### src/rtl/calc_pkg.sv
// Shared definitions for the keypad calculator: operator codes, engine states
// and the BCD digit type.
package calc_pkg;

    localparam logic [2:0] OP_ADD  = 3'd0;
    localparam logic [2:0] OP_SUB  = 3'd1;
    localparam logic [2:0] OP_EQ   = 3'd2;
    localparam logic [2:0] OP_CLR  = 3'd3;
    localparam logic [2:0] OP_BKSP = 3'd4;

    typedef enum logic [1:0] {
        ST_IDLE = 2'd0,
        ST_ADDP = 2'd1,
        ST_NEGP = 2'd2,
        ST_DONE = 2'd3
    } state_t;

    typedef logic [3:0] bcd_digit_t;

endpackage

### src/rtl/bcd_digit_alu.sv
// Combinational single-digit BCD adder/subtractor; cin/cout act as carry when
// adding and as borrow when subtracting.
module bcd_digit_alu
    import calc_pkg::*;
(
    input  bcd_digit_t a,
    input  bcd_digit_t b,
    input  logic       sub,
    input  logic       cin,
    output bcd_digit_t y,
    output logic       cout
);

    logic [4:0] sum;
    logic [4:0] diff;

    always_comb begin
        sum  = {1'b0, a} + {1'b0, b} + {4'b0000, cin};
        diff = {1'b0, a} - {1'b0, b} - {4'b0000, cin};
        y    = '0;
        cout = 1'b0;
        if (sub) begin
            // Operands are valid digits, so a negative difference is at least -10.
            if (diff[4]) begin
                y    = diff[3:0] + 4'd10;
                cout = 1'b1;
            end else begin
                y    = diff[3:0];
            end
        end else begin
            if (sum > 5'd9) begin
                y    = 4'(sum - 5'd10);
                cout = 1'b1;
            end else begin
                y    = sum[3:0];
            end
        end
    end

endmodule

### src/rtl/bcd_accumulator.sv
// Decimal entry-and-accumulate engine with digit-serial signed BCD add/subtract.
// Backspace support is compiled in with CALC_BACKSPACE_EN.
module bcd_accumulator
    import calc_pkg::*;
#(
    parameter int DIGITS = 4
) (
    input  logic                         clk,
    input  logic                         rst,
    input  logic                         dig_vld,
    input  logic [3:0]                   dig,
    input  logic                         op_vld,
    input  logic [2:0]                   op,
    output logic                         busy,
    output logic [4*DIGITS-1:0]          disp_bcd,
    output logic                         disp_neg,
    output logic                         disp_sel,
    output logic                         ovf,
    output logic [$clog2(DIGITS+1)-1:0]  entry_cnt
);

    localparam int W  = 4 * DIGITS;
    localparam int CW = $clog2(DIGITS + 1);

    // Valid/ready: dig_vld and op_vld are single-cycle strobes with no back-pressure;
    // anything presented while busy (except CLR) is dropped, and op wins over dig.
    state_t         state;
    logic [W-1:0]   acc_mag;
    logic           acc_neg;
    logic [W-1:0]   entry;
    logic [CW-1:0]  cnt_q;
    logic           pend_sub;
    logic           eq_done;
    logic           ovf_q;
    logic           ovf_pend;
    logic           disp_sel_q;

    logic [W-1:0]   a_sh;
    logic [W-1:0]   b_sh;
    logic [W-1:0]   res_sh;
    logic           res_neg;
    logic           sub_mode;
    logic           chain;
    logic [CW-1:0]  pos;
    logic [2:0]     op_q;

    bcd_digit_t     alu_a;
    bcd_digit_t     alu_b;
    bcd_digit_t     alu_y;
    logic           alu_sub;
    logic           alu_cout;
    logic           last_digit;
    logic           clr_now;
    logic           arith_op;
    logic [W-1:0]   res_next;

    // The NEGP pass computes 0 - result, which is the ten's complement.
    always_comb begin
        alu_a   = a_sh[3:0];
        alu_b   = b_sh[3:0];
        alu_sub = sub_mode;
        if (state == ST_NEGP) begin
            alu_a   = 4'd0;
            alu_b   = res_sh[3:0];
            alu_sub = 1'b1;
        end
    end

    bcd_digit_alu u_alu (
        .a    (alu_a),
        .b    (alu_b),
        .sub  (alu_sub),
        .cin  (chain),
        .y    (alu_y),
        .cout (alu_cout)
    );

    assign last_digit = (pos == CW'(DIGITS - 1));
    assign clr_now    = op_vld && (op == OP_CLR);
    assign arith_op   = (op == OP_ADD) || (op == OP_SUB) || (op == OP_EQ);
    assign res_next   = (res_sh >> 4) | (W'(alu_y) << (W - 4));

    always_ff @(posedge clk) begin
        if (!rst || clr_now) begin
            state      <= ST_IDLE;
            acc_mag    <= '0;
            acc_neg    <= 1'b0;
            entry      <= '0;
            cnt_q      <= '0;
            pend_sub   <= 1'b0;
            eq_done    <= 1'b0;
            ovf_q      <= 1'b0;
            ovf_pend   <= 1'b0;
            disp_sel_q <= 1'b0;
            a_sh       <= '0;
            b_sh       <= '0;
            res_sh     <= '0;
            res_neg    <= 1'b0;
            sub_mode   <= 1'b0;
            chain      <= 1'b0;
            pos        <= '0;
            op_q       <= OP_ADD;
        end else begin
            case (state)
                ST_IDLE: begin
                    if (op_vld) begin
                        if (!ovf_q && arith_op) begin
                            if (cnt_q == '0 && disp_sel_q) begin
                                if (op != OP_EQ) pend_sub <= (op == OP_SUB);
                            end else begin
                                a_sh     <= acc_mag;
                                b_sh     <= entry;
                                res_sh   <= '0;
                                sub_mode <= acc_neg ^ pend_sub;
                                res_neg  <= acc_neg;
                                op_q     <= op;
                                chain    <= 1'b0;
                                ovf_pend <= 1'b0;
                                pos      <= '0;
                                state    <= ST_ADDP;
                            end
                        end
`ifdef CALC_BACKSPACE_EN
                        else if (!ovf_q && op == OP_BKSP && cnt_q != '0) begin
                            entry <= entry >> 4;
                            cnt_q <= cnt_q - 1'b1;
                        end
`endif
                    end else if (dig_vld && !ovf_q && dig <= 4'd9) begin
                        if (eq_done) begin
                            acc_mag <= '0;
                            acc_neg <= 1'b0;
                            eq_done <= 1'b0;
                        end
                        if (cnt_q < CW'(DIGITS)) begin
                            entry      <= (entry << 4) | W'(dig);
                            disp_sel_q <= 1'b0;
                            if (!(dig == 4'd0 && cnt_q == '0)) cnt_q <= cnt_q + 1'b1;
                        end
                    end
                end

                ST_ADDP: begin
                    res_sh <= res_next;
                    a_sh   <= a_sh >> 4;
                    b_sh   <= b_sh >> 4;
                    chain  <= alu_cout;
                    pos    <= pos + 1'b1;
                    if (last_digit) begin
                        chain <= 1'b0;
                        pos   <= '0;
                        // A final borrow means |entry| > |acc|: complement and flip sign.
                        if (sub_mode && alu_cout) begin
                            res_neg <= ~res_neg;
                            state   <= ST_NEGP;
                        end else begin
                            ovf_pend <= !sub_mode && alu_cout;
                            state    <= ST_DONE;
                        end
                    end
                end

                ST_NEGP: begin
                    res_sh <= res_next;
                    chain  <= alu_cout;
                    pos    <= pos + 1'b1;
                    if (last_digit) begin
                        chain <= 1'b0;
                        pos   <= '0;
                        state <= ST_DONE;
                    end
                end

                ST_DONE: begin
                    acc_mag    <= res_sh;
                    acc_neg    <= res_neg && (res_sh != '0);
                    ovf_q      <= ovf_q | ovf_pend;
                    entry      <= '0;
                    cnt_q      <= '0;
                    disp_sel_q <= 1'b1;
                    pend_sub   <= (op_q == OP_SUB);
                    eq_done    <= (op_q == OP_EQ);
                    state      <= ST_IDLE;
                end

                default: state <= ST_IDLE;
            endcase
        end
    end

    assign busy      = (state != ST_IDLE);
    assign disp_bcd  = disp_sel_q ? acc_mag : entry;
    assign disp_neg  = disp_sel_q & acc_neg;
    assign disp_sel  = disp_sel_q;
    assign ovf       = ovf_q;
    assign entry_cnt = cnt_q;

endmodule

### config.mk
export PLATFORM = sky130hd
export DESIGN_NAME = bcd_accumulator
export DESIGN_NICKNAME = d
export VERILOG_FILES = /design/src/rtl/calc_pkg.sv /design/src/rtl/bcd_digit_alu.sv /design/src/rtl/bcd_accumulator.sv
export SDC_FILE = /design/constraint.sdc
export NUM_CORES = 1
export LEC_CHECK = 0
export ABC_AREA = 1
export BUFFER_PORTS_ARGS = -buffer_cell sky130_fd_sc_hd__clkbuf_2
export CORE_MARGIN = 2
export CORE_UTILIZATION = 24
export CTS_CLUSTER_DIAMETER = 200
export DETAILED_ROUTE_END_ITERATION = 7
export RECOVER_POWER = 50
export SYNTH_ARGS = -nofsm -noshare
export SYNTH_HDL_FRONTEND = slang
export SYNTH_SLANG_ARGS = --single-unit
### constraint.sdc
create_clock -name clk -period 3.7 [get_ports clk]
set_input_delay 1.11 -clock clk [delete_from_list [all_inputs] [get_ports clk]]
set_output_delay 1.11 -clock clk [all_outputs]
set_load 0.005 [all_outputs]
==> flow_summary_export.csv <==
group,metric,value,unit
clock_network,cts.sinks,100,
worst_setup_path,critPathMaxFanout,8,
layout,regArea,0.002002,mm²
routing,antenna_left,0,
clock_network,clk_pin_slew,0.07,ns
synth,seq_area_frac_synth,0.4056,
layout,diodes,0,
worst_setup_path,r2r-start,"state[0]",
floorplanning,dieHeight,147.4,µm
worst_setup_path,crit_top_cell,"nand2_1",
worst_setup_path,reg2reg_depth,22,
min_path,hold_class,"register to register",
floorplanning,row_count,52,
synth,yosys_warnings,0,
synth,syn_area,0.004936,mm²
worst_setup_path,critPathKind,"register to register",
grt,grt_pass1_wl,21.22,mm
min_path,holdPathEnd,"pos[2]",
layout,layout-drive-gt1-share,0.09957,
worst_setup_path,cp.buffers_inverters,4,
synth,synth_area_leader_cell,"dfxtp_1",
grt,grt_start_max_net_pins,49,
timing,finClkSkew,0.009418,ns
worst_setup_path,endpoint_kind,"register",
place,gp_congestion,0.7857,
floorplanning,boundaryPins,34,
place,io_buffers,33,
place,hpwl,8.907,mm
grt,grt-ovfl-total,0,
min_path,hold_path_depth,2,
status,failed_checks,"max-capacitance violations, max-slew violations",
status,status,"finished, violations left",
floorplanning,initial_core_util,0.2439,
clock_network,cts_htree_levels,3,
clock_network,cts_root_buf,"clkbuf_16",
clock_network,clk_path_buf_depth,2,
clock_network,cts_setup_buffers,0,
timing,holdWs,0.4596,ns
layout,syn_to_final_growth,13.28,%
layout,multiInputGateArea,0.002472,mm²
worst_setup_path,cpLargestDelayFamily,"simple AND/OR/NAND/NOR gates",
layout,finish.cell_count_without_fillers,963,
grt,grt_pass1_vias,4108,
routing,drc,0,
floorplanning,die-area,0.02173,mm²
min_path,hp-start,"pos[2]",
worst_setup_path,arrival,3.62,ns
pwr,p_leak,2.168,nW
timing,rsz0062_at_grt,"no",
worst_setup_path,cp_slowest_cell,"fa_1",
synth,synth_fp_nets,704,
routing,via_per_inst,4.529,
grt,grt_use_total,0.1201,
place,post-place-cells,948,
worst_setup_path,crit_chain,"inv_1, ha_2, inv_2, nand2_1, nand2_1, or2_2, nand2_1, inv_1, ha_1, inv_1, nand2_1, fa_1, or2_1, nand2_1, nand2_1, xor2_2, nand2_1, nand3_1, nand2_1, nand3_1, nand2_1, nor2_1",
synth,synth_top_area_frac,0.4056,
synth,ys_types,38,
pwr,powerDensity,708.0,mW/mm²
worst_setup_path,rrSetupSlack,0.37,ns
synth,ys_async_sr_fraction,0,
timing,tns,0,ns
grt,antenna_found_initial,0,
timing,worst-slew-pin-transition,1.546,ns
routing,firstDrtPassIters,4,
synth,synth.ff_latch_count,100,
worst_setup_path,crit_required,3.99,ns
layout,num-nets-final,720,
timing,min_period,3.329,ns
synth,avgSynthCellArea,7.334,µm²
routing,vias,4361,
synth,synth_edf_count,0,
routing,wirelength,12.86,mm
synth,synthCells,673,
clock_network,cts_buffers,9,
clock_network,tritoncts,"yes",
worst_setup_path,cp-start-kind,"register",
synth,ys.flop_type,"dfxtp_1",
timing,fin_crit_sh,0.8998,
worst_setup_path,cpPeakStageDelay,0.41,ns
timing,setup_viol,0,
pwr,peakVddDrop,354.1,µV
floorplanning,die-width,147.4,µm
routing,wl_per_cell,13.36,µm
timing,slew_viol_final,35,
clock_network,clk_latency,0.35,ns
layout,fill_cells,2230,
timing,hold_violations,0,
run,maxCapViolCount,1,
timing,maxSlewHeadroom,-0.03084,
timing,timing.fmax,300.4,MHz
floorplanning,coreArea,0.02023,mm²
routing,drt_iter0_drc,278,
synth,synth_area_leaders,"dfxtp_1 (41%), nand2_1 (13%), a21oi_1 (5.5%)",
worst_setup_path,reg2reg_to,"res_neg",
metrics by stage:
stage / setup WS (ns) / util / area, µm² / total power, mW
3_3_place_gp: 0.3872 / 0.2632 / 5326 / 3.007
5_1_grt: 0.04309 / 0.2763 / 5592 / 4.266
4_1_cts: 0.2661 / 0.2780 / 5624 / 3.990
6_report: 0.3706 / 0.2763 / 5592 / 3.959
2_1_floorplan: 0.6434 / - / 4936 / 2.650
3_5_place_dp: 0.2698 / 0.2632 / 5326 / 3.024
registers in the layout, summed over array words and instances, names as in the netlist, 2 cells and up:
name	cells
pos	3
state	2
acc_mag	16
a_sh	16
b_sh	16
res_sh	16
op_q	3
entry	16
entry_cnt	3
cell usage in the layout, fill, tap and decap left out, types with 2 or more instances in the layout:
cell / count
a211oi_1: 14
a211oi_2: 4
a21oi_1: 54
a21oi_2: 2
a22oi_1: 16
a31oi_1: 25
buf_4: 5
clkbuf_1: 4
clkbuf_16: 9
clkbuf_2: 30
clkinv_4: 2
dfxtp_1: 100
fa_1: 2
ha_1: 17
inv_1: 63
inv_2: 6
inv_6: 2
nand2_1: 177
nand3_1: 33
nand4_1: 8
nor2_1: 40
nor4_1: 7
o21ai_0: 51
or2_1: 2
xnor2_1: 3
cell families (layout without fill, tap and decap cells):
family                   after synthesis  count (layout)  share of synthesized area
AO/OA/AOI/OAI                        171             171                     0.2076
buffers and inverters                104             124                    0.08847
flip-flops                           100             100                     0.4056
AND/OR/NAND/NOR                      273             273                     0.2357
adder cells (fa/ha/maj)               20              20                    0.05374
XOR/XNOR                               5               5                   0.008874
layer usage:
| metal | wire length (µm) | GRT usage |
|---|---|---|
| met5 | 0 | 0 |
| met2 | 5663 | 0.1883 |
| met3 | 304 | 0.02716 |
| met1 | 6780 | 0.1690 |
| met4 | 113 | 0.02692 |
worst register-to-register path, cell delays in order, from the launching register on:
cell and delay (ns):
dfxtp_1 0.36, inv_1 0.12, ha_2 0.27, inv_2 0.10, nand2_1 0.09, nand2_1 0.07
or2_2 0.28, nand2_1 0.06, inv_1 0.04, ha_1 0.16, inv_1 0.05, nand2_1 0.08
fa_1 0.41, or2_1 0.23, nand2_1 0.06, nand2_1 0.10, xor2_2 0.21, nand2_1 0.11
nand3_1 0.12, nand2_1 0.08, nand3_1 0.09, nand2_1 0.05, nor2_1 0.12
cell usage after synthesis, types with 3 or more instances:
cell type  number
nor4_1          7
buf_1           3
a22oi_1        16
inv_1          61
nand3_1        33
buf_2           4
buf_4           5
xnor2_1         3
clkbuf_1       20
o21ai_0        47
ha_1           18
a211oi_1       13
buf_6           3
o21ai_1         5
nand4_1         8
nor2_1         35
dfxtp_1       100
a31oi_1        25
nor2_4          3
nand2_1       176
a211oi_2        5
inv_2           8
a21oi_1        54
final cells by class:
| type | count | area share |
|---|---|---|
| clock buffer | 9 | 0.04028 |
| inverter | 69 | 0.04632 |
| tap | 270 | 0.06042 |
| multi-input combinational | 469 | 0.4422 |
| sequential | 100 | 0.3580 |
| clock inverter | 6 | 0.01298 |
| timing repair buffer | 40 | 0.03983 |
how the worst max path moves through the flow:
stage / endpoint / startpoint / cells after the start / slack [ns]
2_1_floorplan: res_neg / state[0] / 21 / 0.64
3_3_place_gp: res_neg / state[0] / 21 / 0.39
3_5_place_dp: res_neg / state[0] / 21 / 0.27
4_1_cts: res_neg / state[0] / 21 / 0.27
5_1_grt: res_neg / state[0] / 22 / 0.04
6_report: res_neg / state[0] / 22 / 0.37
report_power, final:
part	internal [mW]	switching (mW)	total, mW	leakage (nW)
logic	0.515	1.11	1.63	1.21
clock network	0.528	0.438	0.966	0.142
registers	1.24	0.130	1.37	0.811
repair_timing:
| item | in CTS | in global routing |
|---|---|---|
| hold buffers | 0 | 0 |
| setup endpoints to repair | 0 | 4 |
| gates resized for setup | 0 | 2 |
Note: power is estimated with default switching activity, not from simulation.
